## config.mk

```make
export PLATFORM = sky130hd
export DESIGN_NAME = hazard_unit
export DESIGN_NICKNAME = d
export VERILOG_FILES = /design/src/rtl/hazard_unit.sv
export SDC_FILE = /design/constraint.sdc
export NUM_CORES = 1
export LEC_CHECK = 0
export BUFFER_PORTS_ARGS = -buffer_cell sky130_fd_sc_hd__buf_4
export CAP_MARGIN = 20
export CORE_ASPECT_RATIO = 2
export CORE_UTILIZATION = 45
export CTS_CLUSTER_DIAMETER = 120
export CTS_CLUSTER_SIZE = 30
export DETAILED_ROUTE_END_ITERATION = 6
export PLACE_DENSITY_LB_ADDON = 0.25
export SLEW_MARGIN = 20
export SYNTH_ARGS = -nofsm -noshare
export SYNTH_HDL_FRONTEND = slang
export SYNTH_SLANG_ARGS = --single-unit
```

## constraint.sdc

```tcl
create_clock -name clk -period 2.5 [get_ports clk]
set_clock_uncertainty 0.2 [all_clocks]
set_input_delay 0.25 -clock clk [delete_from_list [all_inputs] [get_ports clk]]
set_output_delay 0.25 -clock clk [all_outputs]
set_load 0.03 [all_outputs]
```

## src/rtl/hazard_unit.sv

```systemverilog
// Pipeline hazard controller for the five-stage MIPS datapath.
// Produces stall/flush/forward selects from the stage specifiers, tracks the
// multicycle HI/LO multiplier with a two-state FSM, and counts stall cycles
// in a saturating counter.
module hazard_unit #(
  parameter int          CNT_W  = 16,
  parameter logic [2:0]  WB_MEM = 3'b001
) (
  input  logic             clk,
  input  logic             rst,
  input  logic [1:0]       branchD,
  input  logic [4:0]       RsD,
  input  logic [4:0]       RtD,
  input  logic             MultD,
  input  logic             HiLoReadD,
  input  logic [4:0]       RsE,
  input  logic [4:0]       RtE,
  input  logic [4:0]       WriteRegE,
  input  logic             RegWriteE,
  input  logic [2:0]       WBSrcE,
  input  logic             MultStartE,
  input  logic             MultDoneE,
  input  logic [4:0]       WriteRegM,
  input  logic             RegWriteM,
  input  logic [2:0]       WBSrcM,
  input  logic [4:0]       WriteRegW,
  input  logic             RegWriteW,
  output logic             stallF,
  output logic             stallD,
  output logic             flushE,
  output logic             forwardAD,
  output logic             forwardBD,
  output logic [1:0]       forwardAE,
  output logic [1:0]       forwardBE,
  output logic             multBusy,
  output logic             multErr,
  output logic [CNT_W-1:0] stallCnt
);

  typedef enum logic [0:0] {
    IDLE = 1'b0,
    BUSY = 1'b1
  } mult_state_t;

  localparam logic [CNT_W-1:0] CNT_ONE = {{(CNT_W-1){1'b0}}, 1'b1};
  localparam logic [CNT_W-1:0] CNT_MAX = {CNT_W{1'b1}};

  mult_state_t state_r;
  mult_state_t state_next_s;
  logic        err_set_s;
  logic        lwstall_s;
  logic        branchstall_s;
  logic        multstall_s;
  logic        stall_s;
  logic        fwd_ad_s;
  logic        fwd_bd_s;
  logic [1:0]  fwd_ae_s;
  logic [1:0]  fwd_be_s;

  // Register $0 is hardwired to zero, so a zero specifier never matches.
  function automatic logic reg_match(input logic [4:0] a, input logic [4:0] b);
    return (a != 5'd0) && (a == b);
  endfunction

  // Execute-stage forward select: M result beats W result beats register file.
  function automatic logic [1:0] fwd_sel(input logic [4:0] src,
                                         input logic       wr_m,
                                         input logic [4:0] dst_m,
                                         input logic       wr_w,
                                         input logic [4:0] dst_w);
    logic [1:0] sel;
    if (wr_m && reg_match(src, dst_m)) begin
      sel = 2'b10;
    end else if (wr_w && reg_match(src, dst_w)) begin
      sel = 2'b01;
    end else begin
      sel = 2'b00;
    end
    return sel;
  endfunction

  // Hazard detection and forwarding selects from current-cycle specifiers.
  always_comb begin
    lwstall_s     = 1'b0;
    branchstall_s = 1'b0;
    multstall_s   = 1'b0;
    fwd_ad_s      = 1'b0;
    fwd_bd_s      = 1'b0;
    fwd_ae_s      = 2'b00;
    fwd_be_s      = 2'b00;

    // A load in E cannot feed Decode until it reaches W.
    lwstall_s = (WBSrcE == WB_MEM) &&
                (reg_match(WriteRegE, RsD) || reg_match(WriteRegE, RtD));

    // Branch comparators live in Decode: wait out an E writer, and a load in M.
    if (branchD != 2'b00) begin
      branchstall_s = (RegWriteE &&
                       (reg_match(WriteRegE, RsD) || reg_match(WriteRegE, RtD))) ||
                      ((WBSrcM == WB_MEM) &&
                       (reg_match(WriteRegM, RsD) || reg_match(WriteRegM, RtD)));
    end else begin
      branchstall_s = 1'b0;
    end

    // HI/LO users wait until the in-flight multiply has written its result.
    multstall_s = ((state_r == BUSY) || MultStartE) && (MultD || HiLoReadD);

    // Decode comparator may only take M-stage ALU results, never load data.
    fwd_ad_s = RegWriteM && reg_match(RsD, WriteRegM) && (WBSrcM != WB_MEM);
    fwd_bd_s = RegWriteM && reg_match(RtD, WriteRegM) && (WBSrcM != WB_MEM);

    fwd_ae_s = fwd_sel(RsE, RegWriteM, WriteRegM, RegWriteW, WriteRegW);
    fwd_be_s = fwd_sel(RtE, RegWriteM, WriteRegM, RegWriteW, WriteRegW);
  end

  // While reset is held every hazard/forward output is forced inactive.
  always_comb begin
    stall_s   = 1'b0;
    forwardAD = 1'b0;
    forwardBD = 1'b0;
    forwardAE = 2'b00;
    forwardBE = 2'b00;
    if (rst) begin
      stall_s   = 1'b0;
    end else begin
      stall_s   = lwstall_s | branchstall_s | multstall_s;
      forwardAD = fwd_ad_s;
      forwardBD = fwd_bd_s;
      forwardAE = fwd_ae_s;
      forwardBE = fwd_be_s;
    end
  end

  assign stallF = stall_s;
  assign stallD = stall_s;
  assign flushE = stall_s;

  // Multiplier FSM next state; a start while busy without a done is an error.
  always_comb begin
    state_next_s = state_r;
    err_set_s    = 1'b0;
    case (state_r)
      IDLE: begin
        if (MultStartE && !MultDoneE) begin
          state_next_s = BUSY;
        end else begin
          state_next_s = IDLE;
        end
      end
      BUSY: begin
        if (MultDoneE && !MultStartE) begin
          state_next_s = IDLE;
        end else if (MultStartE && !MultDoneE) begin
          state_next_s = BUSY;
          err_set_s    = 1'b1;
        end else begin
          state_next_s = BUSY;
        end
      end
      default: begin
        state_next_s = IDLE;
      end
    endcase
  end

  // Multiplier FSM state register.
  always_ff @(posedge clk or posedge rst) begin
    if (rst) begin
      state_r <= IDLE;
    end else begin
      state_r <= state_next_s;
    end
  end

  assign multBusy = (state_r == BUSY);

  // Sticky protocol-error flag, cleared only by reset.
  always_ff @(posedge clk or posedge rst) begin
    if (rst) begin
      multErr <= 1'b0;
    end else if (err_set_s) begin
      multErr <= 1'b1;
    end else begin
      multErr <= multErr;
    end
  end

  // Saturating count of cycles with Decode stalled.
  always_ff @(posedge clk or posedge rst) begin
    if (rst) begin
      stallCnt <= {CNT_W{1'b0}};
    end else if (stall_s && (stallCnt != CNT_MAX)) begin
      stallCnt <= stallCnt + CNT_ONE;
    end else begin
      stallCnt <= stallCnt;
    end
  end

endmodule

```

==> impl_results.md, run 1 <==
* Row count at 29
* Cell variety after synth at 30
* Relative slew slack at between 70% and 80%
* First-pass GRT wire length at 7090 µm
* Max Cap Viol at 0
* Skew-Pair Late Insertion Delay at around 0.25 ns
* Tot GR Track Use at between 20% and 30%
* DRT Pass-1 Iters at 4
* # fillers at 279
* RSZ-0062 raised after global routing: false
* Largest net degree at the start of global routing at 21
* Starting density of the core at a little under half
* Post-CTS Setup Repair Bufs at 0
* Setup TNS at 0 ns
* Highest attainable clock frequency at 437 MHz
* H-tree depth at 1
* CTS buffer count at 3
* Final #Nets at 305
* Most common cell on crit path: buf_4
* Syn avg cell area at 8.64 µm²
* DR vias/cell at 5.53
* Crit path time final at 2.29 ns
* DR iter-0 viols at 21
* Antenna diodes at 0
* Routed length per placed instance at 15.8 µm
* Initial antenna violation count at 0
* Die width at 42.9 µm
* Crit share post-route at 91.5%
* Remaining DRCs at 0
* Post-synthesis cell count at 174
* Critical path data arrival time at ~1.8 ns
* CTS tree: built
* Root Buffer: clkbuf_8
* Hold Vio Cnt, Final at 0
* Critical Path RT at between 2 and 2.5 ns
* Yosys warnings at 0
* PwrDens at 536 nW/µm²
* Status: completed
* Yosys reg bits at 18
* Area grow syn2layout at 43.3%
* CP max-delay cell: dlygate4sd3_1
* Fraction of layout cells with a size suffix above 1 at 35.9%
* Grt met3 use at 3.46%
* Met1 Usage GRT at between 20 and 25%
* Final Max Tran Viols at 0
* Vias in the first global route at around 1600
* Grt ovf at 0
* Cell breakdown of the critical path: dlygate4sd3_1 -> buf_4 -> nor2b_1 -> nand2_1 -> nor4_1 -> buf_4
* Fin area at 2150 µm²
* Max rail drop VDD at 0.681 mV
* Leak at 0.00100 µW
* DP Wirelength at between 3000 and 4000 µm
* Min-delay worst type: in2reg
* Die ar. at 3590 µm²
* Grt met2 use at 52.2%
* Worst setup SP type: primary input
* Core area at 3190 µm²
* Clock buffer depth at 2
* Synthesized area at 1500 µm²
* Die Y at 83.7 µm
* Gr busiest metal: met2
* Crit path kind: in2out
* RePlAce Congestion at roughly 0.91
* ANT nets after route at 0
* Critical Path Max Stage Delay at 0.53 ns
* Syn nets at between 200 and 250
* # setup viols final at 0
* I/O Pins at 79
* CTS Sinks at 18
* Routed via count at 1560
* CP endpoint kind: output pin
* Worst-margin pin slew at 0.337 ns
* Clock-pin slew on the worst setup and hold paths at 0.07 ns
* PortBufs at 78
* Crit-path max FO at 5
* Post-DP Area at 2090 µm²
* Sequential fraction of the synthesis area at 30.0%
* Detailed Route WL at between 4000 and 5000 µm
## cells in the mapped netlist (all sizes together)
cell type,instances,area share (%)
nor2b,1,0.42
o21ai,2,0.67
xor2,24,14
clkbuf,3,0.75
inv,5,1.2
mux2,1,1.0
buf,5,2.8
nor3,10,3.3
or3b,1,0.58
dfrtp,18,30
nor2,14,3.5
nand2,11,2.7
and2,4,1.8
a211o,1,1.2
nor4,5,2.1
maj3,1,0.67
and4,1,0.75
nand4,8,3.3
a31o,1,0.58
ha,1,0.83
and3,1,0.42
a21oi,4,1.3
nand3,13,4.3
a31oi,2,0.83
xnor2,29,17
o22ai,1,0.42
or4,7,3.5
## final cells by class
cell class / instances / area [µm²] / share of cell area [%]
Tap cell: 31 / 38.8 / 1.80
Inverter: 5 / 18.8 / 0.872
Timing Repair Buffer: 81 / 611 / 28.4
Multi-Input combinational cell: 143 / 980 / 45.5
Clock buffer: 4 / 55.1 / 2.56
Sequential cell: 18 / 450 / 20.9
## flip-flops by register name, summed over array words and instances, names as in the netlist
register	flops
multBusy	1
multErr	1
stallCnt	16
## through the flow
stage,setup WS (ns),std cells,total power (µW),hold WS [ns],utilization [%]
after CTS,0.200,282,1160,0.0472,67.4
after detailed placement,0.174,277,923,0.160,65.4
after global placement,0.176,277,915,0.148,65.4
after global routing,0.142,282,1210,0.0608,67.4
after floorplan,0.111,174,701,0.00708,-
final,0.211,282,1150,0.0472,67.4
## power by group
part / switching, µW / internal (µW) / total [µW]
Clock: 96.5 / 140 / 236
Combinational: 271 / 239 / 510
Sequential: 66.8 / 341 / 408
Total: 435 / 720 / 1150
## critical path, delay by kind of cell
kind,cells,cell delay [ns]
AND/OR/NAND/NOR,3,0.67
buffers and inverters,3,0.91
## worst paths after layout
check | cells past startpoint | start | slack, ns | to
max | 6 | rst | 0.21 | forwardBE[0]
min | 2 | MultStartE | 0.05 | multErr
max reg2reg | 8 | stallCnt[2] | 0.43 | stallCnt[14]
min reg2reg | 1 | multErr | 0.27 | multErr
max in group asynchronous | 4 | rst | 1.46 | stallCnt[0]
min in group asynchronous | 4 | rst | 0.43 | multErr
## metal layers
metal  vias up  share of wire (%)
met3        14                5.2
met2        64                 59
li1        755                  -
met4         0                3.2
met1       727                 32
met5         -                  0
## placed cells by master, fill, tap and decap left out, types with 3 or more instances in the layout
cell type  synthesis  routed
or4_1              7       7
nand2_1           11      11
nand3_1           13      13
clkbuf_8           0       4
and2_1             3       3
inv_1              5       5
nor4_1             5       5
xor2_1            24      24
dfrtp_1           18      18
nand4_1            8       8
nor3_1            10      10
a21oi_1            4       4
nor2_1            14      14
xnor2_1           29      29
buf_4              2      80
## timing repair
| item | 4_1_cts | 5_1_grt |
|---|---|---|
| hold endpoints to repair | 18 | 0 |
| resized for setup | 0 | 0 |
| hold buffers | 1 | 0 |
## logic make-up (layout without fill, tap and decap cells)
family | after synthesis | after routing | share of synthesized area [%]
AND/OR/NAND/NOR | 76 | 76 | 26.8
adder cells (fa/ha/maj) | 2 | 2 | 1.50
multiplexers | 1 | 1 | 0.999
XOR/XNOR | 53 | 53 | 30.9
flip-flops | 18 | 18 | 30.0
AO/OA/AOI/OAI | 11 | 11 | 5.00
buffers and inverters | 13 | 90 | 4.83
(Power assumes the default switching activity.)
==> run 2: changes to the inputs <==
- CORE_UTILIZATION: 45 -> 41
- clock period: 2.5 -> 1.9 ns (I/O delays scaled with it)
==> run 2 against run 1 <==
Against the previous run:
- the flow now finishes with violations (negative setup slack)
- register-to-register slack got worse by 0.48 ns
- clock-buffer cell count did not move
- flip-flop and latch count unchanged
- die area is 9.4% higher
- worst hold slack lost 0.015 ns
- sequential power is 26% higher
- global-route usage is 4.8 points higher
- sequential share of layout area down 4.7 points
- critical path depth is 1 higher
- total power is 56% higher
- critical endpoint is now flushE
- first-iteration DRC count grew to 3.7 times the previous value
- combinational power up 92%
==> impl_results.md, run 2 (same netlist as run 1, synthesis figures left out) <==
* Die Y at 87.6 µm (+4.7%)
* Vias in the first global route at 1900 (+18%)
* DRT Pass-1 Iters at 4 (unchanged)
* Fraction of layout cells with a size suffix above 1 at 58.5% (+23 points)
* # setup viols final at 8 (+8)
* DR WL met2 at 3660 µm (+38%)
* Die ar. at 3930 µm² (+9.4%)
* WHS Path Cells at 2 (unchanged)
* Die width at 44.8 µm (+4.5%)
* Non-Filler Instances at 347 (+23%)
* Relative slew slack at 75.6% (-1.7 points)
* Most common cell after layout, fill and taps aside: buf_4
* Row count at 30 (+3.4%)
* Final Max Tran Viols at 0 (unchanged)
* Worst-case reg-to-reg path depth at 6 (-2)
* DR iter-0 viols at 77 (+270%)
* Most frequent cells in the layout: 110 x buf_4, 28 x xnor2_1, 24 x xor2_1, 16 x buf_6, 12 x dfrtp_1
* DP Wirelength at 4470 µm (+23%)
* Clock-pin slew on the worst setup and hold paths at 0.07 ns (about the same)
* PwrDens at 637 nW/µm² (+19%)
* Critical Path RT at 1.51 ns (-0.54 ns)
* CP endpoint kind: output pin
* CTS Sinks at 18 (unchanged)
* RePlAce Congestion at 0.839 (-8.1%)
* Clock buffer depth at 2 (unchanged)
* Routed length per placed instance at 18.0 µm (+14%)
* Hold Vio Cnt, Final at 0 (unchanged)
* Antenna diodes at 0 (unchanged)
* Core area at 3450 µm² (+8.2%)
* CTS tree: built
* Fin worst setup slack at -0.102 ns (-0.314 ns)
* Failing checks: negative setup slack
* Worst setup SP type: primary input
* Total Power at 1800 µW (+56%)
* Min-delay worst type: in2reg
* Initial antenna violation count at 0 (unchanged)
* Starting density of the core at 43.5% (-3.5 points)
* Largest reg by FF count: stallCnt
* I/O Pins at 79 (unchanged)
* Final #Nets at 353 (+16%)
* ANT nets after route at 0 (unchanged)
* Crit path kind: in2out
* Placed Cells at 334 (+21%)
* Tot GR Track Use at 30.5% (+4.8 points)
* Area grow syn2layout at 88.3%
* M1 WL at 1890 µm (+32%)
* Max FFs per register at 16 (unchanged)
* Max Cap Viol at 0 (unchanged)
* Crit-path max FO at 4 (-1)
* Detailed Route WL at 6240 µm (+40%)
* Met3 WL at 327 µm (+42%)
* RSZ-0062 raised after global routing: true
* Crit share post-route at 105%
* First-pass GRT wire length at 8620 µm (+22%)
* Leak at 0.00127 µW (+27%)
* Status: finished with violations
* Setup TNS at -0.407 ns (-0.407 ns)
* Root Buffer: clkbuf_8
* CTS buffer count at 3 (unchanged)
* Largest net degree at the start of global routing at 19 (-9.5%)
* Routed via count at 1900 (+22%)
* Grt ovf at 0 (unchanged)
* Skew-Pair Late Insertion Delay at 0.25 ns (about the same)
* Worst-margin pin slew at 0.365 ns (+0.0283 ns)
* Crit path time final at 2.00 ns
* Highest attainable clock frequency at 499 MHz
* Remaining DRCs at 0 (unchanged)
* DR vias/cell at 5.48 (-1.0%)
* PortBufs at 78 (unchanged)
* Max rail drop VDD at 1.01 mV (+49%)
* H-tree depth at 1 (unchanged)
* Top Metal Used: met4
* Critical path data arrival time at 1.61 ns (-0.23 ns)
-- run 2: report_power, final --
group | switching [µW] | internal, µW
Clock | 125 | 184
Combinational | 503 | 478
Sequential | 51.8 | 461
Total | 680 | 1120
-- run 2: per-layer routing --
| layer | up-vias | GRT usage [%] |
|---|---|---|
| li1 | 848 | - |
| met1 | 917 | 26.0 |
| met2 | 103 | 60.6 |
| met3 | 32 | 3.30 |
| met4 | 0 | 20.4 |
| met5 | - | 0 |
-- run 2: path summary, 6_finish.rpt --
| check | start | endpoint | slack, ns |
|---|---|---|---|
| max in group asynchronous | rst | stallCnt[2] | 0.79 |
| setup reg to reg | stallCnt[0] | stallCnt[4] | -0.05 |
| hold / removal | MultStartE | multBusy | 0.03 |
| min in group asynchronous | rst | stallCnt[11] | 0.48 |
| hold reg to reg | multErr | multErr | 0.27 |
| setup / recovery | WriteRegM[4] | flushE | -0.10 |
-- run 2: final cells by class --
type | count | area, µm²
Multi-Input combinational cell | 143 | 1200
Timing Repair Buffer | 129 | 1040
Fill cell | 213 | 624
Sequential cell | 18 | 458
Tap cell | 48 | 60.1
Clock buffer | 4 | 55.1
Inverter | 5 | 18.8
-- run 2: worst max-delay path, cell delays in order --
cell	delay, ns
buf_6	0.10
or4_4	0.54
nor2_4	0.12
nor4_4	0.04
a211o_4	0.36
buf_6	0.13
buf_6	0.13
-- run 2: per-stage QoR --
step / util [%] / worst slack (ns) / area (µm²) / hold slack, ns
after floorplan: - / -0.357 / 1550 / -0.0533
after global placement: 70.9 / -0.332 / 2450 / 0.230
after detailed placement: 70.9 / -0.328 / 2450 / 0.201
after CTS: 75.9 / -0.118 / 2620 / 0.0229
after global routing: 81.9 / -0.121 / 2830 / 0.0337
final: 81.9 / -0.102 / 2830 / 0.0325
-- run 2: repair_timing --
item	CTS	global route
gates resized for setup	20	38
hold endpoints to repair	19	0
hold buffers	2	0
setup buffers	2	5
setup endpoints to repair	17	21
pin swaps	6	26
==> run 3: changes to the inputs <==
- SETUP_SLACK_MARGIN: unset -> 0.15
==> run 3 against run 2 <==
Against the previous run:
- the run still ends with negative setup slack left
- worst hold slack worse by 0.027 ns
- via count grew 6.1%
- die area is the same
- cell area grew 9.5%
- clock power grew 4%
- total power up 11%
- clock-buffer cell count unchanged
- routed wire length rose by 25%
- utilization is 7.8 points higher
- first-iteration DRC count fell by 2.6%
- critical path type is now reg2reg
- highest routed layer unchanged
==> impl_results.md, run 3 (same netlist as run 1, synthesis figures left out) <==
* DR iter-0 viols at 75 (-2.6%)
* Routed length per placed instance at 22.1 µm (+23%)
* PortBufs at 78 (unchanged)
* I/O Pins at 79 (unchanged)
* Detailed Route WL at 7790 µm (+25%)
* RePlAce Congestion at 0.940 (+12%)
* Area grow syn2layout at 106%
* Root Buffer: clkbuf_8
* H-tree depth at 1 (unchanged)
* Die Y at 87.6 µm (unchanged)
* Antenna diodes at 0 (unchanged)
* Crit-path max FO at 3 (-1)
* Failing checks: negative setup slack
* RSZ-0062 raised after global routing: true
* CTS Sinks at 18 (unchanged)
* Clock-pin slew on the worst setup and hold paths at 0.07 ns (about the same)
* Top cell family by delay on the critical path: simple AND/OR/NAND/NOR gates
* DR vias/cell at 5.71 (+4.3%)
* Core area at 3450 µm² (unchanged)
* Critical path data arrival time at 2.04 ns (+0.43 ns)
* CP max-delay cell: dfrtp_2
* Final #Nets at 359 (+1.7%)
* Hold Vio Cnt, Final at 0 (unchanged)
* CTS buffer count at 3 (unchanged)
* Crit share post-route at 110% (+5.0 points)
* Core Util, Final at 89.7% (+7.8 points)
* Non-Filler Instances at 353 (+1.7%)
* Die width at 44.8 µm (unchanged)
* Relative slew slack at 66.7% (-8.9 points)
* Cell breakdown of the critical path: nand4_1 -> buf_4 -> nor2_4 -> and3_4 -> nand2_4 -> nor2_4 -> nand4_1 -> nor3_2 -> a21oi_1
* Fraction of layout cells with a size suffix above 1 at 65.2% (+6.7 points)
* DP Wirelength at 4250 µm (-4.9%)
* Fin worst setup slack at -0.198 ns (-0.0955 ns)
* First-pass GRT wire length at 8790 µm (+2.0%)
* PwrDens at 646 nW/µm² (+1.3%)
* CTS tree: built
* Tot GR Track Use at 31.1% (+0.55 points)
* Vias in the first global route at 2024 (+6.5%)
* Max Cap Viol at 0 (unchanged)
* Remaining DRCs at 0 (unchanged)
* Leak at 0.00142 µW (+11%)
* Status: finished with violations
* Initial antenna violation count at 0 (unchanged)
* Max FFs per register at 16 (unchanged)
* Routed via count at 2015 (+6.1%)
* Worst-margin pin slew at 0.495 ns (+0.130 ns)
* Placed Cells at 332 (-0.60%)
* Most frequent cells in the layout: 101 x buf_4, 29 x buf_6, 22 x xnor2_1, 21 x xor2_1, 12 x dfrtp_1
* Critical Path Max Stage Delay at 0.38 ns (-0.16 ns)
* Hold WS at 0.00548 ns (-0.0270 ns)
* Most common cell after layout, fill and taps aside: buf_4
* Largest reg by FF count: stallCnt
* Skew-Pair Late Insertion Delay at 0.26 ns (about the same)
* # setup viols final at 19 (+11)
* # fillers at 162 (-24%)
* DRT Pass-1 Iters at 4 (unchanged)
* Largest net degree at the start of global routing at 19 (unchanged)
* Highest attainable clock frequency at 477 MHz (-4.6%)
* Starting density of the core at 43.5% (unchanged)
* Grt ovf at 0 (unchanged)
* Max rail drop VDD at 0.710 mV (-30%)
* Row count at 30 (unchanged)
* CP endpoint kind: flop
* Clock buffer depth at 2 (unchanged)
* ANT nets after route at 0 (unchanged)
* Buf/Inv on CP at 1 (-2)
* Crit path kind: reg2reg
* Final Max Tran Viols at 0 (unchanged)
* Die ar. at 3930 µm² (unchanged)
* Critical Path RT at 1.84 ns (+0.33 ns)
* Crit path time final at 2.10 ns (+0.0955 ns)
* Worst setup SP type: flop
* Min-delay worst type: in2reg
run 3: cell count changes in the layout (fill, tap and decap cells not counted), moves of 3 or more:
| cell | before | now |
|---|---|---|
| buf_6 | 16 | 29 |
| buf_4 | 110 | 101 |
| xnor2_1 | 28 | 22 |
| xnor2_2 | 1 | 7 |
| nand2_4 | 0 | 3 |
| nand3_1 | 11 | 8 |
| nand3_4 | 0 | 3 |
| xor2_1 | 24 | 21 |
run 3: report_power, final:
| group | internal [µW] | total, µW | leakage (µW) | switching, µW |
|---|---|---|---|---|
| Combinational | 551 | 1150 | 0.00117 | 598 |
| Sequential | 462 | 530 | 0.000222 | 68.8 |
| Clock | 184 | 320 | 0.0000288 | 136 |
run 3: worst paths after layout:
path | from | end | slack, ns | cells after the start
max | stallCnt[5] | stallCnt[14] | -0.20 | 9
min | MultStartE | multBusy | 0.005 | 2
max reg2reg | stallCnt[5] | stallCnt[14] | -0.20 | 9
min reg2reg | multErr | multErr | 0.30 | 1
max in group asynchronous | rst | stallCnt[5] | 0.71 | 4
min in group asynchronous | rst | stallCnt[10] | 0.57 | 4
run 3: stage by stage:
stage	total power [µW]	instance area [µm²]	TNS (ns)	setup WS [ns]
floorplan	953	1610	-2.76	-0.357
global placement	1360	2490	-3.81	-0.279
detailed placement	1380	2490	-4.33	-0.332
CTS	1780	2800	-0.622	-0.0952
global route	2060	3100	-2.65	-0.291
finish	2000	3100	-1.65	-0.198
run 3: per-layer routing:
metal	track usage (%)	routed length (µm)	vias to the layer above
li1	-	-	859
met1	25.1	2390	968
met2	60.4	4290	135
met3	3.92	465	53
met4	25.3	647	0
met5	0	0	-
run 3: cell type report:
| class | count | area, µm² | share of cell area [%] |
|---|---|---|---|
| tap | 48 | 60.1 | 1.94 |
| sequential | 18 | 458 | 14.8 |
| clock buffer | 4 | 55.1 | 1.78 |
| multi-input combinational | 143 | 1360 | 43.8 |
| inverter | 5 | 18.8 | 0.606 |
| timing repair buffer | 135 | 1150 | 37.1 |
run 3: what timing repair did:
| item | in CTS | in global routing |
|---|---|---|
| gates resized for setup | 45 | 45 |
| buffers inserted | 6 | 9 |
| hold endpoints to repair | 19 | 0 |
| setup endpoints to repair | 25 | 25 |
| pin swaps | 19 | 24 |
| hold buffers | 2 | 0 |
